--- config.mk ---
export PLATFORM = sky130hd
export DESIGN_NAME = poly_note_player
export DESIGN_NICKNAME = d
export VERILOG_FILES = /design/src/rtl/poly_note_player_pkg.sv /design/src/rtl/poly_note_player_voice.sv /design/src/rtl/poly_note_player.sv
export SDC_FILE = /design/constraint.sdc
export NUM_CORES = 1
export LEC_CHECK = 0
export BUFFER_PORTS_ARGS = -buffer_cell sky130_fd_sc_hd__buf_4
export CAP_MARGIN = 20
export CORE_AREA = 4 4 228 230
export DETAILED_ROUTE_END_ITERATION = 12
export DIE_AREA = 0 0 232 234
export GPL_TIMING_DRIVEN = 0
export HOLD_SLACK_MARGIN = 0.12
export PLACE_DENSITY = 0.57
export SYNTH_ARGS = -nofsm -noshare
export SYNTH_HDL_FRONTEND = slang
export SYNTH_HIERARCHICAL = 1
export SYNTH_SLANG_ARGS = --single-unit
--- constraint.sdc ---
create_clock -name clk -period 15.3 [get_ports clk]
set_input_delay 4.59 -clock clk [delete_from_list [all_inputs] [get_ports clk]]
set_output_delay 4.59 -clock clk [all_outputs]
set_load 0.005 [all_outputs]
--- src/rtl/poly_note_player_pkg.sv ---
`default_nettype none
// ============================================================================
//  Module   : poly_note_player_pkg
//  Purpose  : Shared voice-state encoding, default sizes and mixer width
//             helper for the polyphonic note player.
//  Revision : 1.0  initial release
// ============================================================================
package poly_note_player_pkg;

  // Per-voice lifecycle.
  typedef enum logic [1:0] {
    V_IDLE = 2'd0,
    V_LOAD = 2'd1,
    V_PLAY = 2'd2,
    V_DONE = 2'd3
  } voice_state_t;

  localparam int DEFAULT_NUM_VOICES = 4;
  localparam int DEFAULT_SAMPLE_W   = 16;

  // Phase accumulator width inside every DDS.
  localparam int PHASE_W = 24;

  // Mixer accumulator width for the default configuration.
  localparam int MIX_W = DEFAULT_SAMPLE_W + $clog2(DEFAULT_NUM_VOICES);

  // Same rule, usable with a module's own parameter values.
  function automatic int mix_width(input int sample_w, input int num_voices);
    return sample_w + $clog2(num_voices);
  endfunction

endpackage
`default_nettype wire

--- src/rtl/poly_note_player_voice.sv ---
`default_nettype none
// ============================================================================
//  Module   : note_voice (with frequency_rom and dds)
//  Purpose  : One voice slot: state machine, note register, beat counter,
//             registered frequency lookup and phase-accumulator oscillator.
//  Revision : 1.0  initial release
// ============================================================================

// Registered frequency lookup. The phase step equals the note index in units
// of 2^-NOTE_W of a waveform period per sample.
module frequency_rom #(
  parameter int NOTE_W  = 6,
  parameter int PHASE_W = 24
) (
  input  logic               clk,
  input  logic               reset,
  input  logic [NOTE_W-1:0]  addr,
  output logic [PHASE_W-1:0] step
);

  // One-cycle registered fetch.
  always_ff @(posedge clk or posedge reset) begin
    if (reset) step <= '0;
    else       step <= {addr, {(PHASE_W-NOTE_W){1'b0}}};
  end

endmodule

// Phase accumulator producing a signed sawtooth from the phase MSBs.
// new_sample_ready follows sampling_pulse even while held, so every voice
// strobes in the same cycle regardless of its state.
module dds #(
  parameter int PHASE_W  = 24,
  parameter int SAMPLE_W = 16
) (
  input  logic                       clk,
  input  logic                       reset,
  input  logic                       hold,
  input  logic [PHASE_W-1:0]         step,
  input  logic                       sampling_pulse,
  output logic signed [SAMPLE_W-1:0] sample,
  output logic                       new_sample_ready
);

  logic [PHASE_W-1:0] phase;
  logic [PHASE_W-1:0] phase_next;

  assign phase_next = phase + step;

  // Advance phase on each sample tick; hold clears the oscillator.
  always_ff @(posedge clk or posedge reset) begin
    if (reset) begin
      phase            <= '0;
      sample           <= '0;
      new_sample_ready <= 1'b0;
    end else begin
      new_sample_ready <= sampling_pulse;
      if (hold) begin
        phase  <= '0;
        sample <= '0;
      end else if (sampling_pulse) begin
        phase  <= phase_next;
        sample <= phase_next[PHASE_W-1 -: SAMPLE_W];
      end
    end
  end

endmodule

module note_voice
  import poly_note_player_pkg::*;
#(
  parameter int NOTE_W   = 6,
  parameter int DUR_W    = 6,
  parameter int SAMPLE_W = 16
) (
  input  logic                       clk,
  input  logic                       reset,
  input  logic                       play_enable,
  input  logic                       load,
  input  logic [NOTE_W-1:0]          note_in,
  input  logic [DUR_W-1:0]           duration_in,
  input  logic                       beat,
  input  logic                       sampling_pulse,
  output logic                       idle,
  output logic                       playing,
  output logic                       finishing,
  output logic signed [SAMPLE_W-1:0] voice_sample,
  output logic                       sample_ready
);

  voice_state_t       state;
  voice_state_t       next_state;
  logic [NOTE_W-1:0]  note;
  logic [DUR_W-1:0]   count;
  logic [PHASE_W-1:0] step;
  logic               dds_hold;

  assign idle      = (state == V_IDLE);
  assign playing   = (state == V_PLAY);
  // Registered externally into done_mask; a flush never reports a finish.
  assign finishing = play_enable && (state == V_PLAY) && (count == '0);
  assign dds_hold  = !playing || !play_enable;

  // State register.
  always_ff @(posedge clk or posedge reset) begin
    if (reset) state <= V_IDLE;
    else       state <= next_state;
  end

  // Next-state logic; dropping play_enable returns the voice to IDLE.
  always_comb begin
    next_state = state;
    case (state)
      V_IDLE:  if (load) next_state = V_LOAD;
      V_LOAD:  next_state = V_PLAY;
      V_PLAY:  if (count == '0) next_state = V_DONE;
      V_DONE:  next_state = V_IDLE;
      default: next_state = V_IDLE;
    endcase
    if (!play_enable) next_state = V_IDLE;
  end

  // Note capture on allocation and beat countdown while playing.
  always_ff @(posedge clk or posedge reset) begin
    if (reset) begin
      note  <= '0;
      count <= '0;
    end else if (!play_enable) begin
      count <= '0;
    end else if (idle && load) begin
      note  <= note_in;
      count <= duration_in;
    end else if (playing && beat && (count != '0)) begin
      count <= count - DUR_W'(1);
    end
  end

  frequency_rom #(
    .NOTE_W  (NOTE_W),
    .PHASE_W (PHASE_W)
  ) u_rom (
    .clk   (clk),
    .reset (reset),
    .addr  (note),
    .step  (step)
  );

  dds #(
    .PHASE_W  (PHASE_W),
    .SAMPLE_W (SAMPLE_W)
  ) u_dds (
    .clk              (clk),
    .reset            (reset),
    .hold             (dds_hold),
    .step             (step),
    .sampling_pulse   (sampling_pulse),
    .sample           (voice_sample),
    .new_sample_ready (sample_ready)
  );

endmodule
`default_nettype wire

--- src/rtl/poly_note_player.sv ---
`default_nettype none
// ============================================================================
//  Module   : poly_note_player
//  Purpose  : Polyphonic note player: allocates incoming notes to the lowest
//             idle voice, mixes all playing voices and reports finished notes.
//  Revision : 1.0  initial release
// ============================================================================
module poly_note_player
  import poly_note_player_pkg::*;
#(
  parameter int NUM_VOICES = 4,
  parameter int NOTE_W     = 6,
  parameter int DUR_W      = 6,
  parameter int SAMPLE_W   = 16
) (
  input  logic                       clk,
  input  logic                       reset,
  input  logic                       play_enable,
  input  logic                       load_new_note,
  output logic                       load_ready,
  input  logic [NOTE_W-1:0]          note_to_load,
  input  logic [DUR_W-1:0]           duration_to_load,
  input  logic                       beat,
  input  logic                       sampling_pulse,
  output logic                       note_done,
  output logic [NUM_VOICES-1:0]      done_mask,
  output logic [NUM_VOICES-1:0]      voice_active,
  output logic signed [SAMPLE_W-1:0] sample,
  output logic                       sample_ready
);

  localparam int LOG_V     = $clog2(NUM_VOICES);
  localparam int MIX_WIDTH = mix_width(SAMPLE_W, NUM_VOICES);

  logic [NUM_VOICES-1:0]      idle;
  logic [NUM_VOICES-1:0]      grant;
  logic [NUM_VOICES-1:0]      playing;
  logic [NUM_VOICES-1:0]      finishing;
  logic [NUM_VOICES-1:0]      dds_ready;
  logic signed [SAMPLE_W-1:0] voice_sample [NUM_VOICES];
  logic signed [MIX_WIDTH-1:0] mix_sum;
  logic                       accept;
  logic                       running;
  logic                       mix_strobe;

  // Holds load_ready low until the first edge after reset is released.
  always_ff @(posedge clk or posedge reset) begin
    if (reset) running <= 1'b0;
    else       running <= 1'b1;
  end

  assign voice_active = ~idle;
  assign load_ready   = running && play_enable && (|idle);
  assign accept       = load_new_note && load_ready;
  // Isolate the lowest set bit: lowest-index idle voice wins.
  assign grant        = idle & (~idle + NUM_VOICES'(1));
  // Every DDS strobes in the same cycle, so the AND equals voice 0's strobe.
  assign mix_strobe   = &dds_ready;

  for (genvar i = 0; i < NUM_VOICES; i++) begin : g_voice
    note_voice #(
      .NOTE_W   (NOTE_W),
      .DUR_W    (DUR_W),
      .SAMPLE_W (SAMPLE_W)
    ) u_voice (
      .clk            (clk),
      .reset          (reset),
      .play_enable    (play_enable),
      .load           (accept && grant[i]),
      .note_in        (note_to_load),
      .duration_in    (duration_to_load),
      .beat           (beat),
      .sampling_pulse (sampling_pulse),
      .idle           (idle[i]),
      .playing        (playing[i]),
      .finishing      (finishing[i]),
      .voice_sample   (voice_sample[i]),
      .sample_ready   (dds_ready[i])
    );
  end

  // Sum of sign-extended samples from voices that are actually playing.
  always_comb begin
    mix_sum = '0;
    for (int i = 0; i < NUM_VOICES; i++) begin
      if (playing[i]) mix_sum = mix_sum + MIX_WIDTH'(voice_sample[i]);
    end
  end

  // Output sample register; scaling by the voice count cannot overflow.
  always_ff @(posedge clk or posedge reset) begin
    if (reset) begin
      sample       <= '0;
      sample_ready <= 1'b0;
    end else if (!play_enable) begin
      sample       <= '0;
      sample_ready <= 1'b0;
    end else begin
      sample_ready <= mix_strobe;
      if (mix_strobe) sample <= SAMPLE_W'(mix_sum >>> LOG_V);
    end
  end

  // Registered completion report, one pulse for all simultaneous finishes.
  always_ff @(posedge clk or posedge reset) begin
    if (reset) begin
      done_mask <= '0;
      note_done <= 1'b0;
    end else begin
      done_mask <= finishing;
      note_done <= |finishing;
    end
  end

endmodule
`default_nettype wire

**Word level (Yosys, flattened, before mapping)**

Index checks and enable logic that the tools add are counted.

- Bits in registers: 264
- Input bits: 18
- Output and inout port bits: 27
- Word-level logic and storage cells: 182

- Add/subtract/negate cells: 12
- Multiplexer cells: 51
- Reductions and logical operators: 62
- Equal/unequal tests: 25
- Bitwise operators: 2

Operators by type and width:

| cell | count |
|---|---|
| 24-bit two-way mux | 8 |
| 16-bit two-way mux | 10 |
| 24-bit adder | 4 |
| 18-bit two-way mux | 4 |
| 6-bit two-way mux | 12 |
| 18-bit by 16-bit adder with 18-bit output | 3 |
| 2-bit one-hot mux with 4 select lines | 4 |
| 1-bit logical AND | 27 |
| 6-bit logical NOT | 4 |
| 2-bit two-way mux | 12 |
| 6-bit nonzero test | 4 |
| 6-bit by 1-bit subtractor with 6-bit output (second input constant) | 4 |
| 2-bit equality test (second input constant) | 8 |
| 2-bit AND reduction | 8 |
| 3-bit by 1-bit != test with 1-bit output (second input constant) | 4 |
| 3-bit by 2-bit != test with 1-bit output (second input constant) | 4 |
| 3-bit != test (second input constant) | 4 |
| 2-bit by 1-bit equality test with 1-bit output (second input constant) | 4 |
| 2-bit logical NOT | 4 |
| 2-bit nonzero test | 4 |
| 4-bit OR reduction | 2 |
| 1-bit logical NOT | 5 |
| 4-bit by 1-bit adder with 4-bit output (second input constant) | 1 |
| 4-bit AND | 1 |
| 4 further kinds | 7 |

**Depth between registers and ports, before layout**

Gate-level depths: netlist (run 1).

- Depth in word-level cells: 10
- Gate-level depth with buffers: 34

**By module**

The synthesis (run 1) kept the hierarchy.

By module, submodules not included:

| module | area each (um2) | instances | sequential area each (um2) | cells each |
|---|---|---|---|---|
| dds at g_voice[1].u_voice.u_dds ... | 2309.7 | 3 | 625.6 | 266 |
| poly_note_player | 3824.9 | 1 | 575.6 | 506 |
| note_voice | 849.6 | 4 | 350.3 | 81 |
| dds at g_voice[0].u_voice.u_dds | 2434.8 | 1 | 625.6 | 287 |
| frequency_rom | 292.8 | 4 | 150.1 | 26 |

**Worst setup path after synthesis (run 1)**

OpenSTA, ideal clock, no wires.

- Path kind: input to output
- From: input play_enable
- To: output load_ready
- Arrival: 4.824 ns
- Data required time: 10.710 ns
- Stages: 2
- Slack: 5.886 ns
- Path buffers: 0
- Path through: nand2_1 -> a31oi_1

- Longest elaborated chain between the ends: 2

RTL lines:

| item | RTL line | source |
|---|---|---|
| start: declaration | poly_note_player.sv:18 | `input logic play_enable,` |
| 1-bit logical AND (2 in a row) | poly_note_player.sv:53 | `assign load_ready = running && play_enable && (\|idle);` |
| end: declaration | poly_note_player.sv:20 | `output logic load_ready,` |

Every way passes these cells.

**Final worst setup path (run 1)**

Same ends and word-level chain as after synthesis.

==> results of run 1 <==
[worst max path at each step]
stage                      from          to  cells after the start
global placement    play_enable  load_ready                      4
finish              play_enable  load_ready                      4
floorplan           play_enable  load_ready                      2
global route        play_enable  load_ready                      4
CTS                 play_enable  load_ready                      4
detailed placement  play_enable  load_ready                      4
[registers in the layout (all words and copies together) (netlist names)]
register and cells:
running 1, g_voice.u_voice/u_dds/new_sample_ready 4, g_voice.u_voice/count 24, g_voice.u_voice/state 8, g_voice.u_voice/note 24, g_voice.u_voice/u_dds/sample 60
note_done 1, done_mask 4, g_voice.u_voice/u_rom/step 24, sample 16, g_voice.u_voice/u_dds/phase 36, sample_ready 1
[report_power, final]
| group | switching, uW | internal, uW | total, uW |
|---|---|---|---|
| registers | 50.8 | 601 | 652 |
| clock network | 261 | 418 | 679 |
| logic | 263 | 187 | 450 |
| total | 574 | 1210 | 1780 |
[metal layers]
metal	share of wire, %	wire length (um)	global-route usage [%]	vias to the layer above
met4	2.5	1172	4.129	2
met5	0.030	14	0	-
met2	45	21040	27.42	298
li1	-	-	-	7443
met1	48	22580	24.04	7177
met3	3.8	1761	2.041	68
[Yosys cell counts, types with 39 or more instances]
library cell / count / area (um2)
mux2i_1: 53 / 530.5
inv_1: 81 / 304.0
a21oi_1: 174 / 870.8
dfrtp_1: 203 / 5080
nand3_1: 39 / 195.2
buf_4: 142 / 1066
xor2_1: 50 / 437.9
a21o_1: 45 / 337.8
mux2_2: 44 / 495.5
ha_1: 159 / 1989
xnor2_1: 63 / 551.8
nand2_1: 159 / 596.8
clkbuf_1: 40 / 150.1
nor2_1: 170 / 638.1
o21ai_0: 105 / 525.5
[critical path: cells and delay by family]
family | cells | cell delay, ns
AND/OR/NAND/NOR | 1 | 0.09
buffers and inverters | 2 | 0.52
AO/OA/AOI/OAI | 1 | 0.35
[area by class of cell]
| cell class | instances | area (um2) | area share [%] |
|---|---|---|---|
| inverter | 83 | 311.5 | 1.538 |
| sequential | 203 | 5080 | 25.08 |
| buffer | 196 | 1281 | 6.325 |
| clock inverter | 13 | 211.5 | 1.044 |
| timing repair buffer | 49 | 467.9 | 2.310 |
| clock buffer | 34 | 721.9 | 3.564 |
| tap | 672 | 840.8 | 4.151 |
| multi-input combinational | 1605 | 11340 | 55.99 |
[cell families after synthesis]
group / after synthesis / synth area share [%]
xor+xnor: 113 / 5.573
other cells: 5 / 0.1057
mux: 98 / 5.862
compound gates: 595 / 23.63
buf+inv: 279 / 8.969
simple gates: 560 / 15.32
fa+ha+maj: 166 / 11.94
flops: 203 / 28.61
[metrics by stage]
stage               hold WS, ns  cells
floorplan                0.3501   2087
global placement         0.3575   2803
detailed placement       0.3602   2808
CTS                      0.3735   2855
global route             0.3771   2855
finish                   0.3703   2855
[cells in the final DEF, fill, tap and decap left out, types with 63 or more instances in the layout]
cell type,instances
conb_1,73
dfrtp_1,203
xnor2_1,63
a21oi_1,174
nand2_1,159
nor2_1,170
o21ai_0,105
buf_4,186
inv_1,81
ha_1,159
==> metrics, run 1 <==
Fin Setup TNS 0 ns; Mapped Cells 2,019; Post-CTS Hold Buffers 0; post-CTS sizing 0; CTS buffer count 27; GRT Util Overall 16.88%; first-pass GRT wire length ~75,000 um; Ys Warns 6; Distinct cells, synth 92; Die Y 234 um; worst-skew pair later-pin latency roughly 0.57 ns; cells on worst reg2reg path 33; DRT Pass-1 Iters 7; CTS Buffer Depth 3; fin crit period 10.15 ns; DRC viols 0; Fillers 5,075; port bufs 44; RSZ-0062 raised after global routing no; postcts setup bufs 0; gr ovfl total 0; clock slew at reported path FFs 0.06 ns; VDD IR max roughly 0.08 mV; synthesized cell area 0.01776 mm2; clk_skew between 0.01 and 0.015 ns; TritonCTS clock tree yes; EDFF count, synth 0; CP Data Arrival Time 5.56 ns; Power per Cell Area 87.93 mW/mm2; Hold Fails Final Rpt 0; terminus of the critical flop-to-flop path sample[14]; Initial Utilization around 36%; wire per inst roughly 16 um; Synth Area per Inst 8.796 um2; Startpoint Class input port; crit share post-route 66.35%; Max FO, Critical Path 38; hold depth 0; routed wire length 46,560 um; Tightest Pin Transition 0.8069 ns; Async S/R FF share, synth 100.0%; ANT nets after route 0; Most used DFF post-synth dfrtp_1; antenna violations before repair 1; via/cell ratio 5.250; status finished, final reports clean; register area share after synthesis about 29%; worst-path cell chain buf_4, nand2_1, a31oi_1, buf_4; fraction of layout cells with a size suffix above 1 between 15 and 20%; DIE WIDTH roughly 230 um; CTS Sinks 203; ant diodes 0; Nets between 2,000 and 2,500; initial drt markers 944; crit-path max cell delay 0.35 ns; core box area 0.04986 mm2; clock root buffer clkbuf_16; slew margin rel. 45.79%; final setup violation count 0; fin area 0.02026 mm2; Hold Startpoint g_voice[3].u_voice/note[4]; post-place instance area 0.01932 mm2; Hold WC Path Type reg2reg; Leak 0.009754 uW; H-tree Lvls 1; fin util 40.62%; worst r2r src g_voice[0].u_voice/state[0]; total chip power 1781 uW; max cap viols 0; flop-to-flop setup slack approximately 7.2 ns; critical path endpoint category output pin; Most common cell on crit path buf_4; DP HPWL 35,810 um; DR vias 14,988; largest net degree at the start of global routing 39; Routability Congestion 0.8600; fmax a little under 100 MHz; Synth Register Bits 203; vias in the first global route 14,298; CP required ~11 ns; Final Max Slew Viols 0; Area growth syn-to-layout 14.06%; type of the worst setup path in2out; top-level port count 45; Place WS 5.174 ns; hold endpoint g_voice[3].u_voice/u_rom/step[22]; row count 82; slowest library cell on the worst path a31oi_1; worst setup margin 5.148 ns; Die Footprint 0.05429 mm2
No activity file was read; power rests on OpenSTA's default activity.
==> inputs of run 2 (changes only) <==
ABC_AREA = 1   (was default)
CORE_AREA = 4 4 241 243   (was 4 4 228 230)
DIE_AREA = 0 0 245 247   (was 0 0 232 234)
PLACE_DENSITY = 0.59   (was 0.57)
clock period = 9 ns   (was 15.3 ns; I/O delays follow)
==> run 2 against run 1 <==
Synthesized cell count increased by 58%; sequential power up 90%; cell count up 44%; hold slack worse by 0.0016 ns; clock skew up 0.040 ns.
==> metrics, run 2 <==
crit path to sample[15]; largest net degree at the start of global routing 31; Tightest Pin Transition slightly above 0.8 ns; DR vias 18,782; Startpoint Class flip-flop; max cap viols 0; clock root buffer clkbuf_16; Compound-Gate Fraction of Synth Area 7.786%; Most common cell on crit path nand2_1; type of the worst setup path reg2reg; biggest regs g_voice.u_voice/u_dds/sample: 60 flops, g_voice.u_voice/u_dds/phase: 36 flops; GR Util met3 2.581%; clk_skew 0.05270 ns; clock slew at reported path FFs 0.07 ns; worst r2r src g_voice[0].u_voice/state[0]; fin util 40.26%; cells on worst reg2reg path 37; Mapped Cells 3,193; fmax 159.1 MHz; Distinct cells, synth 54; post-place instance area 0.02152 mm2; most common cell after layout, fill and taps aside nand2_1; top post-synthesis cells by count nand2_1 (1,252), inv_1 (457), nor2_1 (250); synthesized-area fraction occupied by and/or/nand/nor cells approximately two fifths; Fin Hold WS 0.3687 ns; top-count cell post-synth nand2_1; CTS buffer count 28; commonest cells after routing, fill and taps aside nand2_1 (1,252), inv_1 (457), nor2_1 (250); routing usage on met1 around a quarter; Max FO, Critical Path 10; Routability Congestion about 0.93; register area share after synthesis 25.51%; M2 GR Usage between 20 and 30%; Final Max Slew Viols 0; wire per inst approximately 13 um; port bufs 44; fin crit period 6.286 ns; EDFF count, synth 0; Initial Utilization between 30 and 40%; synthesized cell area roughly 0.020 mm2; critical path startpoint g_voice[0].u_voice/state[0]; Ys Warns 6; gr ovfl total 0; ANT nets after route 0; terminus of the critical flop-to-flop path sample[15]; adder-cell share of the synthesized area 10.59%; main combinational cell family by area after synthesis simple AND/OR/NAND/NOR gates; crit share post-route 69.85%; top-level port count 45; top-area cell type share of the netlist area 25.51%; Die Footprint 0.06052 mm2; CTS Buffer Depth 3; vias in the first global route 17,686; Fin Setup TNS 0 ns; GR peak layer met2; antenna violations before repair 0; mux cell area share after synthesis 0%; Synth Area per Inst 6.236 um2; Die Y 247 um; final setup violation count 0; VDD IR max 0.1491 mV; post-CTS sizing 0; Most used DFF post-synth dfrtp_1; initial drt markers 1,102; Yosys top cell by area dfrtp_1; first-pass GRT wire length 90,270 um; DIE WIDTH 245 um; hold depth 0; Reg with most FFs g_voice.u_voice/u_dds/sample; TritonCTS clock tree yes; CP Data Arrival Time a little under 7 ns; Post-CTS Hold Buffers 0; flop-to-flop setup slack roughly 2.7 ns; slowest library cell on the worst path clkbuf_1; area occupied by multi-input gates between 0.01 and 0.015 mm2; CP required around 9.4 ns; Synth Register Bits 203; status finished, final reports clean; via/cell ratio 4.563; row count 87; worst-skew pair later-pin latency 0.60 ns; Area growth syn-to-layout 13.14%; total chip power between 4000 and 5000 uW; register area 0.005080 mm2; Hold Fails Final Rpt 0; Fillers 6,208; max reg flops 60; ant diodes 0; routed wire length 55,100 um; core box area 0.05595 mm2; fraction of layout cells with a size suffix above 1 11.10%; DRC viols 0; fin area 0.02253 mm2; crit-path max cell delay 0.41 ns; Leak 0.01309 uW; slew margin rel. 44.98%; H-tree Lvls 1; critical path endpoint category flip-flop; Power per Cell Area between 150 and 200 mW/mm2; Synth area leaders dfrtp_1 (26%), nand2_1 (24%), ha_1 (10%); DRT Pass-1 Iters 5; Nets 3,523; postcts setup bufs 0; DP HPWL 44,570 um; Async S/R FF share, synth 100.0%; XOR/XNOR Fraction of Synth Area 1.326%; Hold WC Path Type reg2reg; GRT Util Overall 18.18%; RSZ-0062 raised after global routing no; CTS Sinks a little over 200
==> run 2: layer usage <==
metal	vias up	routed length [um]
li1	10053	-
met3	67	2649
met1	8334	27110
met5	-	0
met4	0	1275
met2	328	24070
==> run 2: critical path, delay by kind of cell (launching register included) <==
family / cells / cell delay [ns]
AO/OA/AOI/OAI: 8 / 1.57
adder cells (fa/ha/maj): 4 / 1.20
flip-flops: 1 / 0.38
buffers and inverters: 6 / 1.08
XOR/XNOR: 1 / 0.16
AND/OR/NAND/NOR: 18 / 1.73
==> run 2: worst min-delay path by stage <==
stage | startpoint | to | slack, ns
after global routing | g_voice[1].u_voice/note[5] | g_voice[1].u_voice/u_rom/step[23] | 0.39
final | g_voice[2].u_voice/note[4] | g_voice[2].u_voice/u_rom/step[22] | 0.37
after floorplan | g_voice[0].u_voice/note[0] | g_voice[0].u_voice/u_rom/step[18] | 0.35
after CTS | g_voice[2].u_voice/note[4] | g_voice[2].u_voice/u_rom/step[22] | 0.37
after detailed placement | g_voice[0].u_voice/note[5] | g_voice[0].u_voice/u_rom/step[23] | 0.36
after global placement | g_voice[0].u_voice/note[5] | g_voice[0].u_voice/u_rom/step[23] | 0.36
==> run 2: final cells by class <==
type                    count  share of cell area (%)
plain buffers             170                   5.476
clock buffers              37                   3.527
clock inverters            13                  0.8442
inverters                 472                   7.864
multi-input cells        2416                   53.63
flip-flops and latches    203                   22.55
well taps                 756                   4.199
repair buffers             49                   1.911
==> run 2: through the flow <==
| step | cells | worst slack [ns] |
|---|---|---|
| 6_report | 4116 | 2.714 |
| 5_1_grt | 4116 | 2.068 |
| 4_1_cts | 4115 | 2.690 |
| 3_5_place_dp | 4065 | 2.773 |
| 3_3_place_gp | 4061 | 2.779 |
| 2_1_floorplan | 3261 | 3.404 |
==> run 2: report_power, final <==
part / switching, uW / internal, uW / leakage [uW] / total [uW]
logic: 1140 / 630 / 0.00985 / 1770
clock network: 461 / 711 / 0.000479 / 1170
registers: 133 / 1100 / 0.00276 / 1240
==> run 2: logic make-up after synthesis <==
kind of cell             after synthesis
adder cells (fa/ha/maj)              165
flip-flops                           203
XOR/XNOR                              28
AO/OA/AOI/OAI                        272
AND/OR/NAND/NOR                     1878
other                                  5
buffers and inverters                642
